## src/rtl/mem_src_arb_pkg.sv

```systemverilog
// Shared constants and small index helpers for the memory-source arbiter.
package mem_src_arb_pkg;

    localparam int SRC_SDRAM = 0;
    localparam int SRC_FLASH = 1;
    localparam int SRC_ROM   = 2;
    localparam int NUM_SRC   = 3;

    localparam logic ARB_IDLE = 1'b0;
    localparam logic ARB_BUSY = 1'b1;

    typedef enum logic {
        ST_IDLE = ARB_IDLE,
        ST_BUSY = ARB_BUSY
    } arb_state_e;

    // (a + b) mod 3 for a, b in 0..2
    function automatic logic [1:0] add_mod3(input logic [1:0] a, input logic [1:0] b);
        logic [2:0] sum;
        sum = {1'b0, a} + {1'b0, b};
        if (sum >= 3'd3) begin
            return 2'(sum - 3'd3);
        end else begin
            return sum[1:0];
        end
    endfunction

    function automatic logic [1:0] lowest_idx(input logic [2:0] v);
        if (v[0]) begin
            return 2'd0;
        end else if (v[1]) begin
            return 2'd1;
        end else begin
            return 2'd2;
        end
    endfunction

    // rot[k] = v[(sh + k) mod 3], so bit 0 is the round-robin head
    function automatic logic [2:0] rotate3(input logic [2:0] v, input logic [1:0] sh);
        case (sh)
            2'd0:    return v;
            2'd1:    return {v[0], v[2], v[1]};
            2'd2:    return {v[1], v[0], v[2]};
            default: return v;
        endcase
    endfunction

    function automatic logic [2:0] onehot3(input logic [1:0] idx);
        case (idx)
            2'd0:    return 3'b001;
            2'd1:    return 3'b010;
            2'd2:    return 3'b100;
            default: return 3'b000;
        endcase
    endfunction

endpackage

```

## src/rtl/mem_src_wait_ctr.sv

```systemverilog
// Saturating per-source wait counter with a registered starve flag.
module mem_src_wait_ctr
    import mem_src_arb_pkg::*;
#(
    parameter int STARVE_LIMIT = 7
) (
    input  logic clock,
    input  logic reset,
    input  logic req,
    input  logic gnt,
    input  logic gnt_rise,
    output logic starve
);

    localparam int CNT_W = $clog2(STARVE_LIMIT + 1);
    localparam logic [CNT_W-1:0] LIMIT_C = CNT_W'(STARVE_LIMIT);

    logic [CNT_W-1:0] cnt_r;
    logic [CNT_W-1:0] cnt_nxt_s;
    logic             starve_r;

    // Next count: clear on idle or fresh grant, count while waiting, saturate.
    always_comb begin
        cnt_nxt_s = cnt_r;
        if (!req || gnt_rise) begin
            cnt_nxt_s = '0;
        end else if (!gnt && (cnt_r < LIMIT_C)) begin
            cnt_nxt_s = cnt_r + CNT_W'(1);
        end else begin
            cnt_nxt_s = cnt_r;
        end
    end

    // Counter and starve flag registers.
    always_ff @(posedge clock) begin
        if (reset) begin
            cnt_r    <= '0;
            starve_r <= 1'b0;
        end else begin
            cnt_r    <= cnt_nxt_s;
            starve_r <= (cnt_nxt_s == LIMIT_C);
        end
    end

    assign starve = starve_r;

endmodule

```

## src/rtl/mem_src_arbiter.sv

```systemverilog
// Round-robin arbiter sharing one output bus between sdram/flash/rom with starvation override.
// Optional toggle coverage enabled by defining MEM_SRC_ARB_COV_EN.
module mem_src_arbiter
    import mem_src_arb_pkg::*;
#(
    parameter int DATA_W       = 4,
    parameter int HOLD_MAX     = 2,
    parameter int STARVE_LIMIT = 7
) (
    input  logic              clock,
    input  logic              reset,
    input  logic [2:0]        req,
    input  logic [DATA_W-1:0] data_sdram,
    input  logic [DATA_W-1:0] data_flash,
    input  logic [DATA_W-1:0] data_rom,
    output logic [2:0]        gnt,
    output logic              out_valid,
    output logic [DATA_W-1:0] out_data,
    output logic [1:0]        out_src,
    input  logic              out_ready,
    output logic [2:0]        starve,
    output logic [5:0]        coverage
);

    localparam int BEAT_W = (HOLD_MAX > 1) ? $clog2(HOLD_MAX) : 1;
    localparam logic [BEAT_W-1:0] BEAT_LAST = BEAT_W'(HOLD_MAX - 1);

    arb_state_e        state_r, state_nxt_s;
    logic [2:0]        gnt_r, gnt_nxt_s;
    logic              out_valid_r, out_valid_nxt_s;
    logic [DATA_W-1:0] out_data_r, out_data_nxt_s;
    logic [1:0]        out_src_r, out_src_nxt_s;
    logic [1:0]        rr_ptr_r, rr_ptr_nxt_s;
    logic [BEAT_W-1:0] beat_cnt_r, beat_cnt_nxt_s;

    logic [2:0]        starve_s;
    logic [2:0]        starve_hit_s;
    logic [1:0]        win_idx_s;
    logic [DATA_W-1:0] win_data_s;
    logic [DATA_W-1:0] cur_data_s;
    logic              cur_req_s;

    // Starving requesters win outright; otherwise search from the round-robin pointer.
    always_comb begin
        starve_hit_s = starve_s & req;
        if (|starve_hit_s) begin
            win_idx_s = lowest_idx(starve_hit_s);
        end else begin
            win_idx_s = add_mod3(rr_ptr_r, lowest_idx(rotate3(req, rr_ptr_r)));
        end
        case (win_idx_s)
            2'd0:    win_data_s = data_sdram;
            2'd1:    win_data_s = data_flash;
            2'd2:    win_data_s = data_rom;
            default: win_data_s = '0;
        endcase
    end

    // gnt is one-hot while busy, so the granted source's req/data fall out of an AND-OR.
    assign cur_req_s  = |(req & gnt_r);
    assign cur_data_s = ({DATA_W{gnt_r[0]}} & data_sdram) |
                        ({DATA_W{gnt_r[1]}} & data_flash) |
                        ({DATA_W{gnt_r[2]}} & data_rom);

    // FSM next-state and registered-output next values.
    always_comb begin
        state_nxt_s     = state_r;
        gnt_nxt_s       = gnt_r;
        out_valid_nxt_s = out_valid_r;
        out_data_nxt_s  = out_data_r;
        out_src_nxt_s   = out_src_r;
        rr_ptr_nxt_s    = rr_ptr_r;
        beat_cnt_nxt_s  = beat_cnt_r;
        case (state_r)
            ST_IDLE: begin
                if (|req) begin
                    state_nxt_s     = ST_BUSY;
                    gnt_nxt_s       = onehot3(win_idx_s);
                    out_valid_nxt_s = 1'b1;
                    out_src_nxt_s   = win_idx_s;
                    out_data_nxt_s  = win_data_s;
                    beat_cnt_nxt_s  = '0;
                end else begin
                    state_nxt_s = ST_IDLE;
                end
            end
            ST_BUSY: begin
                if (out_valid_r && out_ready) begin
                    if (cur_req_s && (beat_cnt_r < BEAT_LAST)) begin
                        out_data_nxt_s = cur_data_s;
                        beat_cnt_nxt_s = beat_cnt_r + BEAT_W'(1);
                    end else begin
                        state_nxt_s     = ST_IDLE;
                        gnt_nxt_s       = 3'b000;
                        out_valid_nxt_s = 1'b0;
                        rr_ptr_nxt_s    = add_mod3(out_src_r, 2'd1);
                    end
                end else begin
                    state_nxt_s = ST_BUSY;
                end
            end
            default: begin
                state_nxt_s     = ST_IDLE;
                gnt_nxt_s       = 3'b000;
                out_valid_nxt_s = 1'b0;
            end
        endcase
    end

    // State and output registers.
    always_ff @(posedge clock) begin
        if (reset) begin
            state_r     <= ST_IDLE;
            gnt_r       <= 3'b000;
            out_valid_r <= 1'b0;
            out_data_r  <= '0;
            out_src_r   <= 2'd0;
            rr_ptr_r    <= 2'd0;
            beat_cnt_r  <= '0;
        end else begin
            state_r     <= state_nxt_s;
            gnt_r       <= gnt_nxt_s;
            out_valid_r <= out_valid_nxt_s;
            out_data_r  <= out_data_nxt_s;
            out_src_r   <= out_src_nxt_s;
            rr_ptr_r    <= rr_ptr_nxt_s;
            beat_cnt_r  <= beat_cnt_nxt_s;
        end
    end

    for (genvar i = 0; i < NUM_SRC; i++) begin : g_wait
        mem_src_wait_ctr #(
            .STARVE_LIMIT (STARVE_LIMIT)
        ) u_wait_ctr (
            .clock    (clock),
            .reset    (reset),
            .req      (req[i]),
            .gnt      (gnt_r[i]),
            .gnt_rise (gnt_nxt_s[i] & ~gnt_r[i]),
            .starve   (starve_s[i])
        );
    end

`ifdef MEM_SRC_ARB_COV_EN
    logic [2:0] gnt_prev_r;
    logic [2:0] starve_prev_r;
    logic [5:0] cov_r;

    // Sticky toggle bits: {gnt, starve} versus their previous-cycle values.
    always_ff @(posedge clock) begin
        if (reset) begin
            gnt_prev_r    <= 3'b000;
            starve_prev_r <= 3'b000;
            cov_r         <= 6'h0;
        end else begin
            gnt_prev_r    <= gnt_r;
            starve_prev_r <= starve_s;
            cov_r         <= cov_r | {gnt_r ^ gnt_prev_r, starve_s ^ starve_prev_r};
        end
    end

    assign coverage = cov_r;
`else
    assign coverage = 6'h0;
`endif

    assign gnt       = gnt_r;
    assign out_valid = out_valid_r;
    assign out_data  = out_data_r;
    assign out_src   = out_src_r;
    assign starve    = starve_s;

endmodule

```

## config.mk

```make
export PLATFORM = sky130hd
export DESIGN_NAME = mem_src_arbiter
export DESIGN_NICKNAME = d
export VERILOG_FILES = /design/src/rtl/mem_src_arb_pkg.sv /design/src/rtl/mem_src_wait_ctr.sv /design/src/rtl/mem_src_arbiter.sv
export SDC_FILE = /design/constraint.sdc
export NUM_CORES = 1
export LEC_CHECK = 0
export CAP_MARGIN = 5
export CORE_UTILIZATION = 47
export CTS_CLUSTER_DIAMETER = 150
export DETAILED_ROUTE_END_ITERATION = 8
export GPL_TIMING_DRIVEN = 0
export PLACE_DENSITY = 0.73
export REMOVE_ABC_BUFFERS = 1
export SETUP_SLACK_MARGIN = 0.05
export SYNTH_ARGS = -nofsm -noshare
export SYNTH_HDL_FRONTEND = slang
export SYNTH_SLANG_ARGS = --single-unit
```

## constraint.sdc

```tcl
create_clock -name clock -period 3.2 [get_ports clock]
set_input_delay 0.32 -clock clock [delete_from_list [all_inputs] [get_ports clock]]
set_output_delay 0.32 -clock clock [all_outputs]
set_load 0.05 [all_outputs]
```

==> results.txt <==
----------------------------------------------------
[Worst setup path]
  CP max-delay cell ... fa_2
  Crit path kind ... reg2reg
  WP data required ... 3.34 ns
  Cells along the critical path ... inv_4 -> ha_4 -> nand2_2 -> o21ai_1 -> a21oi_1 -> a21oi_1 -> ha_2 -> inv_2 -> fa_2 -> inv_2 -> ha_4 -> and2b_4 -> mux2_4 -> o2111a_2 -> a211oi_2 -> a221oi_2
  Worst endpoint data arrival time ... 3.51 ns
  Delay of the slowest critical-path stage ... 0.54 ns
  Element type at the critical path start ... register
  Sort of element at the end of the critical path ... register
  CP max FO ... 5

[Floorplan]
  Floorplan die height ... 64.6 microns
  Die span in x ... 64.6 microns
  Starting Density ... 49.6%
  Die outline area ... 4180 sq um
  IO Count ... 37
  Core Rows ... 22
  Area of the core ... 3720 sq um

[Global route]
  First-pass GRT wire length ... 7500 microns
  Routing usage on met1 ... 31.0%
  Total global routing track utilization ... 22.7%
  GRT overflow ... 0
  Antenna violations before repair ... 0
  Number of global-route vias before repair ... 1590
  Global-route met3 utilization ... 2.46%
  Met2 Track Usage GR ... 37.0%
  Maximum number of pins on one net before global-route repair ... 16
  Layer with the highest usage ... met2

[Drt]
  Number of nets with antenna violations after routing ... 0
  Total number of vias ... 1846
  Vias per inst ... 5.95
  Drt first-iter violations ... 161
  Mean routed wirelength per cell ... 14.9 microns
  First drt pass iteration count ... 5
  Final routed DRC violation total ... 0
  Drt total wl ... 4610 microns

[Clock network]
  Worst-case clock buffer depth ... 2
  Clock buffer count from CTS ... 3
  Register clock-pin slew on the reported worst setup and hold paths ... 0.10 ns
  Insertion delay to the later sink of the worst-skew pair ... 0.27 ns
  Sink count of the clock tree ... 26
  Clock Tree Root ... clkbuf_8
  Clock tree from TritonCTS ... built
  H-tree levels ... 1

[Synthesis]
  Commonest register cell after synthesis ... dfxtp_1
  Mean Syn Cell Area ... 7.98 sq um
  Ranking of synthesized cells by area ... dfxtp_1 (28%), buf_4 (5.7%), ha_1 (5.4%)
  Mapped Area ... 1840 sq um
  Share of synthesized area occupied by flip-flops and latches ... 28.2%
  Library cells used by synthesis ... 53
  Top cell type by total area after synthesis ... dfxtp_1
  Yosys top cell area share ... 28.2%
  Number of cells produced by synthesis ... 231
  FFs w/ async S/R, synth ... 0%
  FF+latch count, synth ... 26
  Synth Warn # ... 0
  Count of flip-flops with a built-in enable after synthesis ... 0

[Placement]
  Post-placement setup slack ... -0.795 ns
  Dpl cell area ... 2090 sq um
  Number of buffers added on ports ... 30
  Estimated wirelength of the detail-placed design ... 3060 microns
  Final weighted congestion in routability-driven placement ... 0.802

[Power and ir drop]
  VDD IR-drop max ... 289 uV
  Lkg Pwr ... 0.914 nW
  Pwr dens ... 434 nW/um^2

[Timing]
  Post-route clock skew ... 0.0122 ns
  Max-slew violations ... 0
  Worst max-slew margin expressed relative to the limit ... 55.4%
  Worst Max-Slew Pin Slew ... 0.666 ns
  Total Neg Setup Slack ... -1.64 ns
  Final setup violation count ... 19
  Setup repair after global routing missed its margin ... yes
  Setup slack after layout ... -0.166 ns
  Final Hold Fails ... 0
  Ratio of final minimum period to clock period ... 105%
  Worst hold slack ... 0.472 ns
  Minimum period implied by the final worst setup slack ... 3.37 ns
  Maximum achievable frequency ... 297 MHz

[Finish]
  Area growth from synthesis to final layout ... 30.8%
  Non-Filler Cell Area, Final ... 2410 sq um
  Share of cells above drive strength 1 ... 20.6%
  Layout Nets ... 290
  Number of fill cells in the layout ... 337
  Number of antenna repair diodes ... 0

[Run]
  Max-capacitance violation count ... 0

[Worst hold path]
  HP Class ... reg2reg

[Run status]
  Status ... complete, but fails checks
  Violations in the final reports ... setup timing

----------------------------------------------------
[sequential cells by signal, summed over array words and instances, names as in the netlist]
signal                    count
out_src                       2
out_data                      4
rr_ptr_r                      2
g_wait.u_wait_ctr.cnt_r       9
out_valid                     1
beat_cnt_r                    1
gnt                           3
g_wait.u_wait_ctr.starve      3
state_r                       1
[worst max-delay path: cells and delay by family, from the launching register on]
family                     cells  cell delay [ns]
muxes                          1             0.35
AOI/OAI and AO/OA              6             1.03
DFF                            1             0.37
buffers and inverters          3             0.14
adders and majority gates      4             1.01
and+or+nand+nor                2             0.32
[Yosys cell counts (6+ instances only)]
cell type,number
buf_4,14
ha_1,8
dfxtp_1,26
nand2_1,24
nand2b_1,6
nor2_1,19
nand3_1,11
o21ai_0,6
a21oi_1,16
a221oi_1,9
inv_1,16
and3_1,6
[routing by layer]
layer | share of wire, % | routed length [microns]
met1 | 44 | 2020
met2 | 48 | 2220
met3 | 6.7 | 311
met4 | 1.4 | 65
met5 | 0 | 0
[cell families after synthesis]
group,share of synthesized area (%)
AOI/OAI and AO/OA,28.7
xor gates and xnor gates,0.475
adders and majority gates,6.51
buffers and inverters,10.3
DFF,28.2
muxes,1.70
other,0.203
and+or+nand+nor,23.9
[cell usage in the layout (no fill, tap or decap), drive strengths merged, types with 2 or more instances in the layout]
cell type / netlist / layout
mux2i: 2 / 2
o21ai: 8 / 8
conb: 1 / 6
a21oi: 17 / 17
clkdlybuf4s50: 0 / 27
buf: 17 / 12
clkbuf: 3 / 3
nor3: 4 / 4
nand2b: 6 / 6
ha: 8 / 8
a31oi: 3 / 3
inv: 16 / 16
o21a: 2 / 2
and2: 4 / 4
dlygate4sd2: 0 / 3
nor2: 20 / 20
nand3: 12 / 12
a311o: 4 / 4
a221oi: 9 / 9
o211ai: 2 / 2
and3: 6 / 6
nor2b: 5 / 5
a222oi: 5 / 5
a211oi: 5 / 5
nand2: 24 / 24
dfxtp: 26 / 26
[power breakdown]
part / switching (mW) / total [mW] / internal, mW / leakage, nW
logic: 0.223 / 0.394 / 0.171 / 0.664
clock network: 0.105 / 0.273 / 0.167 / 0.0357
registers: 0.0359 / 0.380 / 0.344 / 0.214
total: 0.364 / 1.05 / 0.683 / 0.914
[per-stage QoR]
step	cells	total power, mW	utilization [%]
2_1_floorplan	216	0.605	-
3_3_place_gp	294	0.701	56.3
3_5_place_dp	294	0.704	56.3
4_1_cts	306	1.02	63.1
5_1_grt	310	1.11	64.9
6_report	310	1.05	64.9
[final timing paths]
| kind | from | end | slack, ns | depth (start not counted) |
|---|---|---|---|---|
| max | rr_ptr_r[1]$_SDFFE_PP0P_ | out_data[0]$_SDFFE_PP0P_ | -0.17 | 16 |
| min | out_data[3]$_SDFFE_PP0P_ | out_data[3]$_SDFFE_PP0P_ | 0.47 | 2 |
| max reg2reg | rr_ptr_r[1]$_SDFFE_PP0P_ | out_data[0]$_SDFFE_PP0P_ | -0.17 | 16 |
| min reg2reg | out_data[3]$_SDFFE_PP0P_ | out_data[3]$_SDFFE_PP0P_ | 0.47 | 2 |
[repair_timing]
action | in CTS | in global routing
endpoints found under the setup margin | 21 | 21
gates resized for setup | 35 | 9
pin swaps | 23 | 22
hold buffers | 0 | 0
buffers inserted | 8 | 5
[layout make-up]
| class | instances | area [sq um] | area share (%) |
|---|---|---|---|
| inverter | 16 | 62.6 | 2.59 |
| clock buffer | 3 | 41.3 | 1.71 |
| clock inverter | 1 | 30.0 | 1.24 |
| sequential | 26 | 528 | 21.9 |
| tap | 48 | 60.1 | 2.49 |
| timing repair buffer | 42 | 394 | 16.3 |
| multi-input combinational | 174 | 1300 | 53.7 |
(Power assumes the default switching activity.)
